--- src/rtl/logic_unit_arbiter.sv ---
// rtl/logic_unit_arbiter.sv - two-requester round-robin arbiter around a registered bitwise logic unit
// Optional build macro LOGIC_ARB_ERR_EN adds the rsp_err output flagging illegal op code 7.
module logic_unit_arbiter #(
  parameter int WIDTH = 7
) (
  input  logic             clk,
  input  logic             rst_n,
  input  logic             req0_valid,
  output logic             req0_ready,
  input  logic [2:0]       req0_op,
  input  logic [WIDTH-1:0] req0_a,
  input  logic [WIDTH-1:0] req0_b,
  input  logic             req1_valid,
  output logic             req1_ready,
  input  logic [2:0]       req1_op,
  input  logic [WIDTH-1:0] req1_a,
  input  logic [WIDTH-1:0] req1_b,
  output logic             rsp_valid,
  input  logic             rsp_ready,
  output logic             rsp_id,
  output logic [WIDTH-1:0] rsp_data,
  output logic             busy
`ifdef LOGIC_ARB_ERR_EN
  ,
  output logic             rsp_err
`endif
);

  typedef enum logic [1:0] {
    S_IDLE = 2'd0,
    S_EXEC = 2'd1,
    S_RESP = 2'd2
  } state_e;

  localparam logic [2:0] OP_AND  = 3'd0;
  localparam logic [2:0] OP_OR   = 3'd1;
  localparam logic [2:0] OP_NOT  = 3'd2;
  localparam logic [2:0] OP_NAND = 3'd3;
  localparam logic [2:0] OP_NOR  = 3'd4;
  localparam logic [2:0] OP_XOR  = 3'd5;
  localparam logic [2:0] OP_XNOR = 3'd6;
  localparam logic [2:0] OP_ILL  = 3'd7;

  state_e           state_q;
  logic             last_grant_q;
  logic             id_q;
  logic [2:0]       op_q;
  logic [WIDTH-1:0] a_q;
  logic [WIDTH-1:0] b_q;
  logic             rsp_valid_q;
  logic             rsp_id_q;
  logic [WIDTH-1:0] rsp_data_q;
  logic [WIDTH-1:0] rsp_data_d;
  logic             busy_q;
  logic             grant1_d;
  logic             any_valid_d;
  logic             idle_d;

  always_comb begin
    any_valid_d = req0_valid | req1_valid;
    grant1_d    = req1_valid & (~req0_valid | ~last_grant_q);
    // Ready is gated by rst_n so it stays low while reset is held even with state at IDLE.
    idle_d      = rst_n & (state_q == S_IDLE);
  end

  assign req0_ready = idle_d & req0_valid & ~grant1_d;
  assign req1_ready = idle_d & grant1_d;

  always_comb begin
    rsp_data_d = '0;
    case (op_q)
      OP_AND:  rsp_data_d = a_q & b_q;
      OP_OR:   rsp_data_d = a_q | b_q;
      OP_NOT:  rsp_data_d = ~a_q;
      OP_NAND: rsp_data_d = ~(a_q & b_q);
      OP_NOR:  rsp_data_d = ~(a_q | b_q);
      OP_XOR:  rsp_data_d = a_q ^ b_q;
      OP_XNOR: rsp_data_d = ~(a_q ^ b_q);
      default: rsp_data_d = '0;
    endcase
  end

`ifdef LOGIC_ARB_ERR_EN
  logic rsp_err_q;
  assign rsp_err = rsp_err_q;

  always_ff @(posedge clk or negedge rst_n) begin
    if (!rst_n) begin
      rsp_err_q <= 1'b0;
    end else if (state_q == S_EXEC) begin
      rsp_err_q <= (op_q == OP_ILL);
    end
  end
`endif

  always_ff @(posedge clk or negedge rst_n) begin
    if (!rst_n) begin
      state_q      <= S_IDLE;
      last_grant_q <= 1'b1;
      id_q         <= 1'b0;
      op_q         <= '0;
      a_q          <= '0;
      b_q          <= '0;
      rsp_valid_q  <= 1'b0;
      rsp_id_q     <= 1'b0;
      rsp_data_q   <= '0;
      busy_q       <= 1'b0;
    end else begin
      case (state_q)
        S_IDLE: begin
          if (any_valid_d) begin
            op_q         <= grant1_d ? req1_op : req0_op;
            a_q          <= grant1_d ? req1_a  : req0_a;
            b_q          <= grant1_d ? req1_b  : req0_b;
            id_q         <= grant1_d;
            last_grant_q <= grant1_d;
            busy_q       <= 1'b1;
            state_q      <= S_EXEC;
          end
        end
        S_EXEC: begin
          rsp_data_q  <= rsp_data_d;
          rsp_id_q    <= id_q;
          rsp_valid_q <= 1'b1;
          state_q     <= S_RESP;
        end
        S_RESP: begin
          if (rsp_ready) begin
            rsp_valid_q <= 1'b0;
            busy_q      <= 1'b0;
            state_q     <= S_IDLE;
          end
        end
        default: begin
          rsp_valid_q <= 1'b0;
          busy_q      <= 1'b0;
          state_q     <= S_IDLE;
        end
      endcase
    end
  end

  assign rsp_valid = rsp_valid_q;
  assign rsp_id    = rsp_id_q;
  assign rsp_data  = rsp_data_q;
  assign busy      = busy_q;

endmodule

--- config.mk ---
export PLATFORM = sky130hd
export DESIGN_NAME = logic_unit_arbiter
export DESIGN_NICKNAME = d
export VERILOG_FILES = /design/src/rtl/logic_unit_arbiter.sv
export SDC_FILE = /design/constraint.sdc
export NUM_CORES = 1
export LEC_CHECK = 0
export CELL_PAD_IN_SITES_DETAIL_PLACEMENT = 1
export CELL_PAD_IN_SITES_GLOBAL_PLACEMENT = 1
export CORE_ASPECT_RATIO = 1.1
export CORE_MARGIN = 2
export CORE_UTILIZATION = 40
export CTS_CLUSTER_SIZE = 40
export DETAILED_ROUTE_END_ITERATION = 8
export PLACE_DENSITY = 0.82
export SYNTH_ARGS = -nofsm -noshare
export SYNTH_HDL_FRONTEND = slang
export SYNTH_SLANG_ARGS = --single-unit
--- constraint.sdc ---
create_clock -name clk -period 5.3 [get_ports clk]
set_clock_uncertainty 0.05 [all_clocks]
set_input_delay 1.59 -clock clk [delete_from_list [all_inputs] [get_ports clk]]
set_output_delay 1.59 -clock clk [all_outputs]
set_load 0.02 [all_outputs]
# Word-level counts from Yosys, hierarchy flattened
# Cells that the tools add are included.
[word_totals]
output_inout_bits = 12
ff_bits = 31
wordCells = 56
input_bits = 39
[op_classes]
bitwise_logic = 19
n_mux = 11
n_eq_ne = 10
n_reduce_logical = 6
[ops]
columns = ["op", "n"]
rows = [
  ["case mux 7 bit (7 select lines)", 1],
  ["NOT 7 bit", 4],
  ["2-to-1 mux 7 bit", 2],
  ["equality test 3 bit, second input constant", 3],
  ["AND 7 bit", 1],
  ["OR 7 bit", 1],
  ["bitwise XOR 7 bit", 1],
  ["equality test 3 x 2 -> 1 bit, second input constant", 2],
  ["case mux 1 bit (3 select lines)", 2],
  ["case mux 2 bit (3 select lines)", 1],
  ["AND reduction 2 bit", 3],
  ["AND 1 bit", 5],
  ["NOT 1 bit", 5],
  ["2-to-1 mux 2 bit", 2],
  ["!= test 2 bit, second input constant", 2],
  ["equality test 3 x 1 -> 1 bit, second input constant", 1],
  ["logical NOT 3 bit", 1],
  ["2-to-1 mux 3 bit", 1],
  ["AND reduction 3 bit", 1],
  ["equality test 2 x 1 -> 1 bit, second input constant", 1],
  ["equality test 2 bit, second input constant", 1],
  ["logical NOT 2 bit", 1],
  ["2-to-1 mux 1 bit", 2],
  ["OR 1 bit", 2],
]

# Longest topological paths before layout
[logic_depth]
word_depth = 5
ltp_mapped = 7
ltp_nobuf = 6

# Worst setup path after synthesis
# OpenSTA, ideal clock, no wires.
[synth_timing]
path_type = "input-to-output"
startpoint = "input port req1_valid"
endpoint = "output port req1_ready"
t_arrival_ns = 2.355
cell_stages = 3
n_path_buf = 1
path_slack_ns = 1.305
t_required_ns = 3.660
path_cell_list = "a21boi_1 > buf_2 > and3_1"
[synth_via]
elab_chain_len = 2
[synth_lines]
columns = ["item", "line", "text"]
rows = [
  ["start, declared", "13", "input logic req1_valid,"],
  ["AND 1 bit", "61", "grant1_d = req1_valid & (~req0_valid | ~last_grant_q);"],
  ["AND 1 bit", "67", "assign req1_ready = idle_d & grant1_d;"],
  ["end, declared", "14", "output logic req1_ready,"],
]
# Every way passes these cells.

# Final worst setup path
# Same ends and word-level chain as after synthesis.

==> results.py <==
metrics = {
    "placed_design": {
        "place_area_sq_mm": 0.00254,
        "pre_cts_ws_ns": 0.521,
        "portBuffers": 50,
        "dp_hpwl_um": 3730,
        "gp_congestion": 0.770,
    },
    "detailed_routing": {
        "drc": 0,
        "ant_nets": 0,
        "vias_per_cell": 5.29,
        "drtIter0Drc": 81,
        "wl_per_cell_um": 15.4,
        "drt-total-wl_um": 4870,
        "first_pass_iters": 4,
        "via_count": 1673,
    },
    "sta": {
        "setup_viol": 0,
        "final.setup.tns_ns": 0,
        "max_freq_mhz": 209,
        "period_share": 0.901,
        "hold_viol": 0,
        "grt_setup_unrepaired": "false",
        "fin_ws_ns": 0.526,
        "final-max-slew-violation-count": 0,
        "finalCriticalPeriod_ns": 4.77,
        "slew_headroom": 0.418,
        "tightest_slew_ns": 0.873,
    },
    "clocking": {
        "htreeDepth": 2,
        "max-clock-path-buffers": 2,
        "clk_pin_slew_ns": 0.07,
        "clk_latency_ns": 0.29,
        "cts_buffers": 5,
        "postCtsHoldBufs": 0,
        "clockRootBuffer": "clkbuf_8",
        "ctsResizeCount": 0,
        "cts_setup_buffers": 0,
        "clock-sinks": 31,
        "cts_tree": "yes",
    },
    "synth": {
        "synthDistinctLibCells": 39,
        "ys_seq_area_frac": 0.390,
        "synth.avg_cell_area_sq_um": 9.45,
        "synth_nets": 264,
        "syn_inst": 211,
        "netlist_area_sq_mm": 0.00199,
        "yosys_warnings": 0,
        "synth-seq-cells": 31,
    },
    "pwr": {
        "leakagePower_nw": 1.20,
        "p_per_area_mw_per_mm2": 573,
        "peakVddDrop_mv": 0.211,
    },
    "worst_setup_path": {
        "cp_common_cell": "clkdlybuf4s50_1",
        "startpoint_type": "input port",
        "path_class": "input port to output port",
        "crit_path_cell_trace": "clkdlybuf4s50_1 > a21boi_2 > and3_1 > clkdlybuf4s50_1",
        "cp_slowest_stage_delay_ns": 0.61,
        "worst_setup_path_end_kind": "output port",
        "crit_start": "req1_valid",
        "r2r-start": "op_q[0]",
        "required_ns": 3.66,
        "rrSetupSlack_ns": 3.26,
        "critical_path.slowest_cell": "clkdlybuf4s50_1",
        "worst_ep_arrival_time_ns": 3.13,
        "critPathCapture": "req1_ready",
        "crit_path_max_fanout": 3,
        "rr_endpoint": "rsp_data[3]",
        "reg2reg_depth": 3,
    },
    "global_route": {
        "grt_pass1_wl_um": 8610,
        "gr-total-overflow": 0,
        "grt_max_degree": 38,
        "grtUsageTotal": 0.195,
        "antenna_found_initial": 0,
        "grt_pass1_vias": 1846,
    },
    "final_layout": {
        "n_fill_cell": 542,
        "seqCellArea_sq_um": 777,
        "final_nets": 312,
        "multi_input_area_sq_mm": 0.00109,
        "drive_above_1_share": 0.0846,
        "n_antenna_cell": 0,
        "syn2layout_area_growth_pct": 33.2,
        "design_area_sq_mm": 0.00266,
    },
    "run_status": {
        "status": "finished, final reports clean",
    },
    "die": {
        "ios": 51,
        "die_h_um": 78.1,
        "dieArea_sq_mm": 0.00557,
        "start_util": 0.423,
        "core-area_sq_mm": 0.00472,
        "rows": 26,
        "dieWidth_um": 71.3,
    },
    "hold_path": {
        "min_path_type": "register to register",
    },
    "job": {
        "maxCapViolCount": 0,
    },
}
-- worst min-delay path by stage --
stage                      from           to  slack [ns]  cells past startpoint
floorplan                  id_q       rsp_id        0.42                      1
global placement    rsp_data[0]  rsp_data[0]        0.40                      2
detailed placement    rsp_valid    rsp_valid        0.42                      1
CTS                   rsp_valid    rsp_valid        0.44                      1
global route        rsp_data[0]  rsp_data[0]        0.47                      2
finish              rsp_data[0]  rsp_data[0]        0.43                      2
-- critical path: cells and delay by family --
kind	cells	cell delay, ns
AO/OA/AOI/OAI	1	0.23
buffers and inverters	2	1.14
AND/OR/NAND/NOR	1	0.18
-- flip-flops by register name (all words and copies together), names as in the netlist --
name	flops
a_q	7
b_q	7
busy	1
id_q	1
last_grant_q	1
op_q	3
rsp_data	7
rsp_id	1
rsp_valid	1
state_q	2
-- layer usage --
| metal | wire length (um) | GRT usage | vias to the layer above | part of all wire |
|---|---|---|---|---|
| li1 | - | - | 839 | - |
| met1 | 2170 | 0.241 | 790 | 0.45 |
| met2 | 2500 | 0.335 | 39 | 0.51 |
| met3 | 152 | 0.0372 | 5 | 0.031 |
| met4 | 53 | 0.0736 | 0 | 0.011 |
| met5 | 0 | 0 | - | 0 |
-- cells in the final DEF, fill, tap and decap left out, types with 2 or more instances in the layout --
cell,Yosys,routed
o211ai_1,4,4
a32oi_1,3,3
nor2_1,7,7
dfrtp_1,30,30
a22o_1,5,5
a21oi_1,3,3
nor2b_1,8,8
nand3b_1,3,3
mux4_2,2,2
clkbuf_8,0,6
o21ai_0,22,22
buf_4,0,4
nand3_1,5,5
nand2_1,26,26
nand2b_1,6,6
ha_1,14,14
o2111ai_1,3,3
mux2i_1,18,18
inv_1,18,18
clkdlybuf4s50_1,0,50
mux2_2,4,4
-- final cells by class --
| type | count | area share |
|---|---|---|
| Clock buffer | 6 | 0.0311 |
| Sequential cell | 31 | 0.293 |
| Tap cell | 56 | 0.0264 |
| Inverter | 18 | 0.0254 |
| Multi-Input combinational cell | 149 | 0.412 |
| Timing Repair Buffer | 54 | 0.200 |
| Clock inverter | 2 | 0.0132 |
-- where the power goes --
part | switching (mW) | internal (mW) | leakage (nW) | total, mW
Sequential | 0.149 | 0.354 | 0.379 | 0.503
Combinational | 0.386 | 0.385 | 0.756 | 0.771
Clock | 0.0962 | 0.152 | 0.0612 | 0.248
Total | 0.631 | 0.891 | 1.20 | 1.52
-- cells in the mapped netlist --
master,count,share of area
a2bb2oi_1,1,0.0044
buf_1,1,0.0019
buf_6,1,0.0056
a21boi_1,1,0.0038
a22oi_1,1,0.0038
nand3b_1,3,0.011
buf_2,6,0.015
ha_1,14,0.088
a211oi_1,1,0.0038
nand2_1,26,0.049
clkbuf_1,5,0.0094
nand3_1,5,0.013
a311o_1,1,0.0050
a21boi_0,1,0.0038
mux2_4,1,0.0075
a31oi_1,1,0.0031
mux4_2,2,0.023
mux2_2,4,0.023
o22ai_1,1,0.0031
mux2i_1,18,0.090
a32oi_1,3,0.013
nand2b_1,6,0.019
o21ai_1,1,0.0025
and3b_1,1,0.0044
a221o_1,1,0.0050
a21oi_1,3,0.0075
dfrtp_1,30,0.38
o22a_1,1,0.0044
o2111ai_1,3,0.013
a22o_1,5,0.022
inv_1,18,0.034
and3_1,1,0.0031
a21o_1,1,0.0038
nor2_1,7,0.013
o21ai_0,22,0.055
o211ai_1,4,0.015
o21a_1,1,0.0038
dfstp_2,1,0.013
nor2b_1,8,0.025
-- kinds of logic after synthesis --
logic type               after synthesis  synth area share
AND/OR/NAND/NOR                       57             0.137
AO/OA/AOI/OAI                         53             0.176
buffers and inverters                 31            0.0659
flip-flops                            31             0.390
multiplexers                          25             0.143
adder cells (fa/ha/maj)               14            0.0878
-- through the flow --
step                hold WS, ns  cells  total power, mW  utilization
global placement          0.401    308             1.22        0.538
global route              0.467    316             1.66        0.563
detailed placement        0.421    308             1.28        0.538
CTS                       0.440    316             1.54        0.563
finish                    0.431    316             1.52        0.563
floorplan                 0.425    211             1.03            -
No activity file was read; power rests on OpenSTA's default activity.
